==> config.mk <==
export PLATFORM = sky130hd
export DESIGN_NAME = reg_alu_sequencer
export DESIGN_NICKNAME = d
export VERILOG_FILES = /design/src/rtl/alu_seq_pkg.sv /design/src/rtl/alu_seq_mul.sv /design/src/rtl/reg_alu_sequencer.sv
export SDC_FILE = /design/constraint.sdc
export NUM_CORES = 1
export LEC_CHECK = 0
export CAP_MARGIN = 15
export CORE_AREA = 5 5 138 107
export DETAILED_ROUTE_END_ITERATION = 10
export DIE_AREA = 0 0 143 112
export GPL_TIMING_DRIVEN = 0
export PLACE_DENSITY = 0.72
export SYNTH_ARGS = -nofsm -noshare
export SYNTH_HDL_FRONTEND = slang
export SYNTH_SLANG_ARGS = --single-unit
export TNS_END_PERCENT = 1
==> constraint.sdc <==
create_clock -name i_clk -period 3.3 [get_ports i_clk]
set_clock_uncertainty 0.05 [all_clocks]
set_input_delay 0.33 -clock i_clk [delete_from_list [all_inputs] [get_ports i_clk]]
set_output_delay 0.33 -clock i_clk [all_outputs]
set_load 0.05 [all_outputs]
==> src/rtl/alu_seq_pkg.sv <==
// alu_seq_pkg: shared types and constants for reg_alu_sequencer.
//   op_e      : 3-bit opcode encoding of the ALU operations
//   state_e   : sequencer FSM states
//   DATA_W_DEF / ADDR_W_DEF : default word and register-address widths
//   MUL_ITERS : iteration count of the optional shift-add multiplier
package alu_seq_pkg;

    localparam int DATA_W_DEF = 16;
    localparam int ADDR_W_DEF = 4;
    localparam int MUL_ITERS  = 16;

    typedef enum logic [2:0] {
        OP_ADD = 3'd0,
        OP_SUB = 3'd1,
        OP_AND = 3'd2,
        OP_OR  = 3'd3,
        OP_XOR = 3'd4,
        OP_SHL = 3'd5,
        OP_SHR = 3'd6,
        OP_MUL = 3'd7
    } op_e;

    typedef enum logic [1:0] {
        S_IDLE = 2'd0,
        S_OPR  = 2'd1,
        S_EXE  = 2'd2,
        S_WB   = 2'd3
    } state_e;

endpackage

==> src/rtl/alu_seq_mul.sv <==
// alu_seq_mul: sequential shift-add multiplier, one multiplier bit per cycle.
// Only instantiated when ALU_SEQ_MUL_EN is defined.
//   i_clk, i_rst      : clock, async active-high reset
//   i_start           : load operands (i_a, i_b) and begin MUL_ITERS iterations
//   o_done            : high during the last iteration cycle
//   o_product         : full product; valid (final) while o_done is high
module alu_seq_mul
    import alu_seq_pkg::*;
#(
    parameter int DATA_W = DATA_W_DEF
) (
    input  logic                  i_clk,
    input  logic                  i_rst,
    input  logic                  i_start,
    input  logic [DATA_W-1:0]     i_a,
    input  logic [DATA_W-1:0]     i_b,
    output logic                  o_done,
    output logic [2*DATA_W-1:0]   o_product
);

    localparam int CNT_W = $clog2(MUL_ITERS);

    logic                r_run;
    logic [CNT_W-1:0]    r_cnt;
    logic [2*DATA_W-1:0] r_acc;
    logic [2*DATA_W-1:0] r_mcand;
    logic [DATA_W-1:0]   r_mplier;

    logic [2*DATA_W-1:0] w_acc_nxt;
    logic                w_last;

    assign w_acc_nxt = r_acc + (r_mplier[0] ? r_mcand : '0);
    assign w_last    = r_run && (r_cnt == CNT_W'(MUL_ITERS - 1));

    // The product is exposed combinationally on the last iteration so the
    // consumer can register it on the same edge the final partial sum lands.
    assign o_done    = w_last;
    assign o_product = w_acc_nxt;

    always_ff @(posedge i_clk or posedge i_rst) begin
        if (i_rst) begin
            r_run    <= 1'b0;
            r_cnt    <= '0;
            r_acc    <= '0;
            r_mcand  <= '0;
            r_mplier <= '0;
        end else if (i_start) begin
            r_run    <= 1'b1;
            r_cnt    <= '0;
            r_acc    <= '0;
            r_mcand  <= {{DATA_W{1'b0}}, i_a};
            r_mplier <= i_b;
        end else if (r_run) begin
            r_acc    <= w_acc_nxt;
            r_mcand  <= r_mcand << 1;
            r_mplier <= r_mplier >> 1;
            r_cnt    <= r_cnt + 1'b1;
            if (w_last)
                r_run <= 1'b0;
        end
    end

endmodule

==> src/rtl/reg_alu_sequencer.sv <==
// reg_alu_sequencer: single-issue execute/write-back stage around a 16x16
// register file. IDLE -> OPR (read operands) -> EXE (compute) -> WB (write).
// Optional macro: ALU_SEQ_MUL_EN enables opcode 7 (MUL) via alu_seq_mul;
// without it MUL is illegal: no write, flags held, done still pulses.
//   i_clk, i_rst                      : clock, async active-high reset
//   i_instr_valid / o_instr_ready     : instruction handshake (ready only in IDLE)
//   i_instr_op/rd/rs1/rs2             : opcode and register addresses
//   o_rf_read_addr1/2, i_rf_read_port1/2 : register file read side
//   o_rf_write_en/addr, o_rf_data_in  : register file write side
//   o_busy, o_done                    : not-IDLE, WB pulse
//   o_flag_zero, o_flag_carry         : flags of last written result
module reg_alu_sequencer
    import alu_seq_pkg::*;
#(
    parameter int DATA_W = DATA_W_DEF,
    parameter int ADDR_W = ADDR_W_DEF
) (
    input  logic              i_clk,
    input  logic              i_rst,
    input  logic              i_instr_valid,
    output logic              o_instr_ready,
    input  logic [2:0]        i_instr_op,
    input  logic [ADDR_W-1:0] i_instr_rd,
    input  logic [ADDR_W-1:0] i_instr_rs1,
    input  logic [ADDR_W-1:0] i_instr_rs2,
    output logic [ADDR_W-1:0] o_rf_read_addr1,
    output logic [ADDR_W-1:0] o_rf_read_addr2,
    input  logic [DATA_W-1:0] i_rf_read_port1,
    input  logic [DATA_W-1:0] i_rf_read_port2,
    output logic              o_rf_write_en,
    output logic [ADDR_W-1:0] o_rf_write_addr,
    output logic [DATA_W-1:0] o_rf_data_in,
    output logic              o_busy,
    output logic              o_done,
    output logic              o_flag_zero,
    output logic              o_flag_carry
);

    state_e              r_state, w_state_nxt;
    op_e                 r_op;
    logic [ADDR_W-1:0]   r_rd, r_rs1, r_rs2;
    logic [DATA_W-1:0]   r_a, r_b, r_r;
    logic                r_carry_nxt;
    logic                r_flag_zero, r_flag_carry;

    logic [DATA_W-1:0]   w_res;
    logic                w_carry;
    logic [DATA_W:0]     w_sum, w_diff;
    logic [2*DATA_W-1:0] w_shl, w_shr;
    logic                w_exe_done;
    logic                w_legal;

`ifdef ALU_SEQ_MUL_EN
    logic                w_mul_done;
    logic [2*DATA_W-1:0] w_mul_prod;

    // Started while in OPR so the multiplier loads the same operands that
    // are being captured into A/B; its 16 iterations then fill EXE.
    alu_seq_mul #(.DATA_W(DATA_W)) u_mul (
        .i_clk     (i_clk),
        .i_rst     (i_rst),
        .i_start   ((r_state == S_OPR) && (r_op == OP_MUL)),
        .i_a       (i_rf_read_port1),
        .i_b       (i_rf_read_port2),
        .o_done    (w_mul_done),
        .o_product (w_mul_prod)
    );

    assign w_exe_done = (r_op != OP_MUL) || w_mul_done;
    assign w_legal    = 1'b1;
`else
    assign w_exe_done = 1'b1;
    assign w_legal    = (r_op != OP_MUL);
`endif

    // Outputs decode from registered state only.
    assign o_instr_ready   = (r_state == S_IDLE);
    assign o_busy          = (r_state != S_IDLE);
    assign o_done          = (r_state == S_WB);
    assign o_rf_write_en   = (r_state == S_WB) && w_legal;
    assign o_rf_write_addr = r_rd;
    assign o_rf_data_in    = r_r;
    assign o_rf_read_addr1 = r_rs1;
    assign o_rf_read_addr2 = r_rs2;
    assign o_flag_zero     = r_flag_zero;
    assign o_flag_carry    = r_flag_carry;

    always_comb begin
        w_state_nxt = r_state;
        case (r_state)
            S_IDLE: if (i_instr_valid) w_state_nxt = S_OPR;
            S_OPR:  w_state_nxt = S_EXE;
            S_EXE:  if (w_exe_done) w_state_nxt = S_WB;
            S_WB:   w_state_nxt = S_IDLE;
            default: w_state_nxt = S_IDLE;
        endcase
    end

    always_ff @(posedge i_clk or posedge i_rst) begin
        if (i_rst) r_state <= S_IDLE;
        else       r_state <= w_state_nxt;
    end

    // ALU. Shifts are done in a double-width field so the last bit shifted
    // out lands at a fixed position (bit DATA_W for SHL, DATA_W-1 for SHR),
    // which is 0 automatically when the shift amount is 0.
    always_comb begin
        w_res   = '0;
        w_carry = 1'b0;
        w_sum   = {1'b0, r_a} + {1'b0, r_b};
        w_diff  = {1'b0, r_a} - {1'b0, r_b};
        w_shl   = {{DATA_W{1'b0}}, r_a} << r_b[3:0];
        w_shr   = {r_a, {DATA_W{1'b0}}} >> r_b[3:0];
        case (r_op)
            OP_ADD: begin w_res = w_sum[DATA_W-1:0];  w_carry = w_sum[DATA_W];  end
            OP_SUB: begin w_res = w_diff[DATA_W-1:0]; w_carry = w_diff[DATA_W]; end
            OP_AND: w_res = r_a & r_b;
            OP_OR:  w_res = r_a | r_b;
            OP_XOR: w_res = r_a ^ r_b;
            OP_SHL: begin w_res = w_shl[DATA_W-1:0];        w_carry = w_shl[DATA_W];   end
            OP_SHR: begin w_res = w_shr[2*DATA_W-1:DATA_W]; w_carry = w_shr[DATA_W-1]; end
`ifdef ALU_SEQ_MUL_EN
            OP_MUL: begin
                w_res   = w_mul_prod[DATA_W-1:0];
                w_carry = |w_mul_prod[2*DATA_W-1:DATA_W];
            end
`endif
            default: begin w_res = '0; w_carry = 1'b0; end
        endcase
    end

    always_ff @(posedge i_clk or posedge i_rst) begin
        if (i_rst) begin
            r_op         <= OP_ADD;
            r_rd         <= '0;
            r_rs1        <= '0;
            r_rs2        <= '0;
            r_a          <= '0;
            r_b          <= '0;
            r_r          <= '0;
            r_carry_nxt  <= 1'b0;
            r_flag_zero  <= 1'b0;
            r_flag_carry <= 1'b0;
        end else begin
            case (r_state)
                S_IDLE: if (i_instr_valid) begin
                    r_op  <= op_e'(i_instr_op);
                    r_rd  <= i_instr_rd;
                    r_rs1 <= i_instr_rs1;
                    r_rs2 <= i_instr_rs2;
                end
                S_OPR: begin
                    r_a <= i_rf_read_port1;
                    r_b <= i_rf_read_port2;
                end
                S_EXE: if (w_exe_done) begin
                    r_r         <= w_res;
                    r_carry_nxt <= w_carry;
                end
                S_WB: if (w_legal) begin
                    r_flag_zero  <= (r_r == '0);
                    r_flag_carry <= r_carry_nxt;
                end
                default: ;
            endcase
        end
    end

endmodule

==> reports/results.ini, run 1 <==
[timing]
setup_viol = 0
timing.hold.ws_ns = 0.4544
slew_headroom = 0.3978
fin_crit_ns = 3.269
worst_pin_slew_ns = 0.8806
tns_ns = 0
rsz0062_at_grt = false
maxSlewViolCount = 0
clock.fmax_mhz = 305.9
hold_viol_final = 0
final.period_utilization = 0.9906

[finish]
diodes = 0
stdcell_count = 1013
utilization = 0.5971
layout_commonest_cell = clkdlybuf4s50_1
final_cell_mix = clkdlybuf4s50_1, dfrtp_1, nand2_1
drive_gt1_frac = 0.1241
area_growth_pct = 23.81
final_nets = 942

[yosys]
netlist_instances = 736
synth_cell_types = 83
ys_seq_elements = 68
synth-main-ff-cell = dfrtp_1
synth_nets = 845
yosysWarnings = 0
synthesis.area_mm2 = 0.006452
ys_seq_area_frac = 0.2637
postSynth.asyncResetShare = 1.000
syn_area_per_cell_um2 = 8.767
synth_edf_count = 0

[setup_path]
crit_arrival_ns = 3.42
endpoint_kind = flop
criticalPathCategory = flop to flop
slowest_delay_ns = 0.81
required_ns = 3.45
critical_path_buf_inv_count = 2
startpoint_type = flop
cp_max_fo = 10
critPathTopFamily = compound AO/OA/AOI/OAI gates
cpMaxStageDelayCell = a2111oi_0
critical_path.cell_chain = buf_6 -> clkinvlp_4 -> fa_1 -> nor2b_1 -> o21ai_0 -> a21oi_1 -> xnor2_1 -> a2111oi_0 -> o2bb2ai_1

[die]
start_util = 0.4823
die-width_um = 143
fp-row-count = 37
die-area_mm2 = 0.01602
ios = 84
die_h_um = 112
core_area_mm2 = 0.01338

[detailed_routing]
vias = 6651
detail-route-antenna-nets = 0
drc = 0
drtPass1Iterations = 6
wirelength_mm = 25.23
wl_per_cell_um = 24.91
vias_per_cell = 6.566
drt-initial-drc-count = 959

[place]
dp_hpwl_mm = 19.07
gp_congestion = 1.012
port-buffer-count = 83
placed_cells_incl_taps = 994

[clock_tree]
clkTransAtPathRegs_ns = 0.06
clockBufferDepth = 2
cts_root_buffer = clkbuf_16
cts_tree = built
htree_levels = 3
clock_sinks = 68
worstSkewPairLatency_ns = 0.35
numCtsBuffers = 9

[global_route]
gr-usage-met3 = 0.08673
grt_usage = 0.3113
met1_usage = 0.4624
grt_pass1_wl_mm = 38.21
grt_pass1_vias = 6433
grt.met2_usage = 0.4440
antenna_found_initial = 0
busiest_layer = met1
grt_max_degree = 69
grt_remaining_overflow = 0

[min_path]
holdCritPathClass = flop to flop

[run_status]
run_status = complete, no violations

[job]
maxCapViolCount = 0

area by class of cell:
cell class,count,area (um^2)
clock inverter,5,106.4
tap,175,219.0
inverter,58,224.0
clock buffer,11,252.7
fill,1193,5390
buffer,49,252.7
timing repair buffer,87,860.8
sequential,68,1703
multi-input combinational,560,4370
flip-flops by register name, indices dropped and copies added (netlist names):
signal	cells
r_a	16
r_carry_nxt	1
o_rf_read_addr1	4
o_flag_zero	1
r_b	16
o_rf_read_addr2	4
r_state	2
o_rf_data_in	16
o_rf_write_addr	4
o_flag_carry	1
r_op	3
cells by family (layout without fill, tap and decap cells):
logic type | Yosys count | after routing | synth area share
AND/OR/NAND/NOR | 180 | 180 | 0.1323
adder cells (fa/ha/maj) | 59 | 59 | 0.1167
XOR/XNOR | 11 | 11 | 0.01493
flip-flops | 68 | 68 | 0.2637
buffers and inverters | 108 | 210 | 0.07136
AO/OA/AOI/OAI | 242 | 242 | 0.2606
multiplexers | 68 | 68 | 0.1404
repair_timing:
item,CTS,global route
resized for setup,3,17
buffers inserted,1,3
hold buffers,0,0
endpoints found under the setup margin,12,10
pin swaps,1,1
per-stage QoR:
| stage | instance area [um^2] | setup slack, ns |
|---|---|---|
| after CTS | 7888 | -0.0006741 |
| after global placement | 7502 | -0.7877 |
| final | 7989 | 0.03091 |
| after detailed placement | 7505 | -0.8430 |
| after floorplan | 6452 | 0.2938 |
| after global routing | 7989 | 0.009277 |
synth_stat cells (13+ instances only):
cell | count | area share
a21oi_1 | 45 | 0.035
buf_2 | 14 | 0.011
ha_1 | 57 | 0.11
nor2_1 | 50 | 0.029
o21ai_0 | 60 | 0.047
nand2_1 | 66 | 0.038
dfrtp_1 | 68 | 0.26
inv_1 | 56 | 0.033
mux2_2 | 21 | 0.037
clkbuf_1 | 25 | 0.015
a22oi_1 | 13 | 0.015
mux2i_1 | 32 | 0.050
worst paths after layout:
path,slack [ns],start,end,cells after the start
hold reg to reg,0.45,o_rf_read_addr1[3]$_DFFE_PP0P_,o_rf_read_addr1[3]$_DFFE_PP0P_,1
max in group asynchronous,2.08,i_rst,r_b[1]$_DFFE_PP0N_,2
setup reg to reg,0.03,r_b[1]$_DFFE_PP0N_,o_rf_data_in[4]$_DFFE_PP0P_,9
setup / recovery,0.03,r_b[1]$_DFFE_PP0N_,o_rf_data_in[4]$_DFFE_PP0P_,9
min in group asynchronous,0.48,i_rst,o_rf_write_addr[2]$_DFFE_PP0P_,2
hold / removal,0.45,o_rf_read_addr1[3]$_DFFE_PP0P_,o_rf_read_addr1[3]$_DFFE_PP0P_,1
routing by layer:
layer,vias to the layer above,share of wire
met5,-,0
met4,0,0.024
met3,66,0.11
met2,459,0.42
met1,3221,0.45
li1,2905,-
Power of run 1 is not shown: default switching activity piles up to over one toggle a cycle in this logic, so the estimate is an artifact.
==> run 2: changes to the inputs <==
- CORE_AREA: 5 5 138 107 -> 5 5 108 136
- DIE_AREA: 0 0 143 112 -> 0 0 113 141
==> run 2 against run 1 <==
Sequential cell count did not move. Design area decreased by 0.55%. Critical path depth increased by 3. Cell count barely moved. Critical path type unchanged. Core utilization shrank 0.39 points. Global-route usage down 0.53 points. Critical endpoint is now o_rf_data_in[15]$_DFFE_PP0P_. Count of clock-buffer cells in the layout fell by 2. Setup slack worse by 0.0084 ns. Via count is 2.8% lower. Non-clock buffer count up 1. First-iteration DRC count fell by 24%. Register-to-register slack about the same.
==> reports/results.ini, run 2 (synthesis gave the netlist of run 1 again) <==
[setup_path]
required_ns = 3.52  ; +0.07 ns
cp_max_fo = 20  ; +10
startpoint_type = flop
crit_arrival_ns = 3.50  ; +0.08 ns
criticalPathCategory = flop to flop
endpoint_kind = flop

[detailed_routing]
drt-initial-drc-count = 725  ; -24%
vias = 6468  ; -2.8%
wl_per_cell_um = 24.26  ; -2.6%
vias_per_cell = 6.379  ; -2.8%
detail-route-antenna-nets = 0  ; unchanged
drc = 0  ; unchanged
drtPass1Iterations = 10  ; +4
wirelength_mm = 24.60  ; -2.5%

[finish]
area_growth_pct = 23.13
utilization = 0.5932  ; -0.003884
stdcell_count = 1014  ; +0.099%
final_cell_mix = clkdlybuf4s50_1, dfrtp_1, nand2_1
diodes = 0  ; unchanged
fillers = 1193  ; unchanged
final_nets = 943  ; +0.11%
layout_commonest_cell = clkdlybuf4s50_1
drive_gt1_frac = 0.1240  ; -0.0001479

[die]
die-width_um = 113  ; -21%
ios = 84  ; unchanged
core_area_mm2 = 0.01339  ; +0.10%
die_h_um = 141  ; +26%
start_util = 0.4818  ; -0.0004956
die-area_mm2 = 0.01593  ; -0.52%
fp-row-count = 48  ; +30%

[clock_tree]
hold_buffers = 0  ; unchanged
clkTransAtPathRegs_ns = 0.06  ; about the same
worstSkewPairLatency_ns = 0.35  ; about the same
htree_levels = 3  ; unchanged
numCtsBuffers = 9  ; unchanged
cts_root_buffer = clkbuf_16
clock_sinks = 68  ; unchanged
clockBufferDepth = 2  ; unchanged
cts_tree = built

[timing]
slew_headroom = 0.4240  ; +0.02625
worst_pin_slew_ns = 0.8639  ; -0.01661 ns
fin_crit_ns = 3.277  ; +0.008402 ns
hold_viol_final = 0  ; unchanged
setup_viol = 0  ; unchanged
maxSlewViolCount = 0  ; unchanged
clock.fmax_mhz = 305.1  ; -0.26%
worst_slack_ns = 0.02251  ; -0.008402 ns
final.period_utilization = 0.9932  ; +0.002546

[place]
port-buffer-count = 83  ; unchanged
dp_slack_ns = -0.6761  ; +0.1669 ns
dp_hpwl_mm = 19.05  ; about the same
gp_congestion = 1.045  ; +3.2%
placed_cells_incl_taps = 994  ; unchanged

[min_path]
holdCritPathClass = flop to flop

[global_route]
grt_pass1_wl_mm = 37.41  ; -2.1%
grt_usage = 0.3061  ; -0.005284
grt_pass1_vias = 6309  ; -1.9%
antenna_found_initial = 0  ; unchanged
grt_max_degree = 69  ; unchanged
grt_remaining_overflow = 0  ; unchanged

[job]
maxCapViolCount = 0  ; unchanged

[run_status]
run_status = complete, no violations

run 2: cell count changes in the layout (fill, tap and decap cells not counted), sizes merged:
cell / previous run / this run
buf: 27 / 28
bufinv: 3 / 1
clkbuf: 37 / 35
clkinv: 1 / 2
clkinvlp: 2 / 3
inv: 57 / 59
run 2: area by class of cell:
| class | count | area (um^2) | area share |
|---|---|---|---|
| Multi-Input combinational cell | 560 | 4372 | 0.5502 |
| Inverter | 58 | 224.0 | 0.02819 |
| Buffer | 49 | 251.5 | 0.03165 |
| Clock inverter | 7 | 82.58 | 0.01039 |
| Clock buffer | 9 | 225.2 | 0.02835 |
| Tap cell | 175 | 219.0 | 0.02756 |
| Sequential cell | 68 | 1703 | 0.2143 |
| Timing Repair Buffer | 88 | 868.3 | 0.1093 |
run 2: per-layer routing:
layer,track usage,up-vias,routed length [um]
met4,0.1152,0,975
met3,0.04208,75,1865
met2,0.5106,378,11890
li1,-,2908,-
met5,0,-,0
met1,0.4028,3107,9867
run 2: through the flow:
stage	area [um^2]	TNS (ns)	hold slack (ns)
6_report	7945	0	0.4551
5_1_grt	7945	-0.008580	0.4777
4_1_cts	7846	-0.06681	0.4588
3_5_place_dp	7505	-5.257	0.4439
3_3_place_gp	7502	-5.395	0.4203
2_1_floorplan	6452	0	0.3663
run 2: worst paths after layout:
path | start | endpoint | slack [ns] | cells past startpoint
worst min register to register | o_rf_read_addr2[2]$_DFFE_PP0P_ | o_rf_read_addr2[2]$_DFFE_PP0P_ | 0.46 | 1
min in group asynchronous | i_rst | o_rf_data_in[1]$_DFFE_PP0P_ | 0.48 | 2
worst max register to register | r_b[2]$_DFFE_PP0N_ | o_rf_data_in[15]$_DFFE_PP0P_ | 0.02 | 12
worst max-delay path | r_b[2]$_DFFE_PP0N_ | o_rf_data_in[15]$_DFFE_PP0P_ | 0.02 | 12
max in group asynchronous | i_rst | r_b[1]$_DFFE_PP0N_ | 2.13 | 2
worst min-delay path | o_rf_read_addr2[2]$_DFFE_PP0P_ | o_rf_read_addr2[2]$_DFFE_PP0P_ | 0.46 | 1
run 2: critical path: stages, from the launching register on:
cell and delay, ns:
dfrtp_1 0.45, clkbuf_4 0.23, inv_1 0.13, buf_8 0.20, ha_2 0.36, nor3_2 0.25
a2111oi_4 0.11, buf_4 0.18, a21oi_4 0.23, a21boi_2 0.13, or4_1 0.48, a31oi_1 0.25
a221o_1 0.15
run 2: timing repair:
item,CTS,global route
setup endpoints to repair,13,8
pin swaps,0,2
buffers inserted,0,5
resized for setup,7,14
Power of run 2 is left out for the same reason.
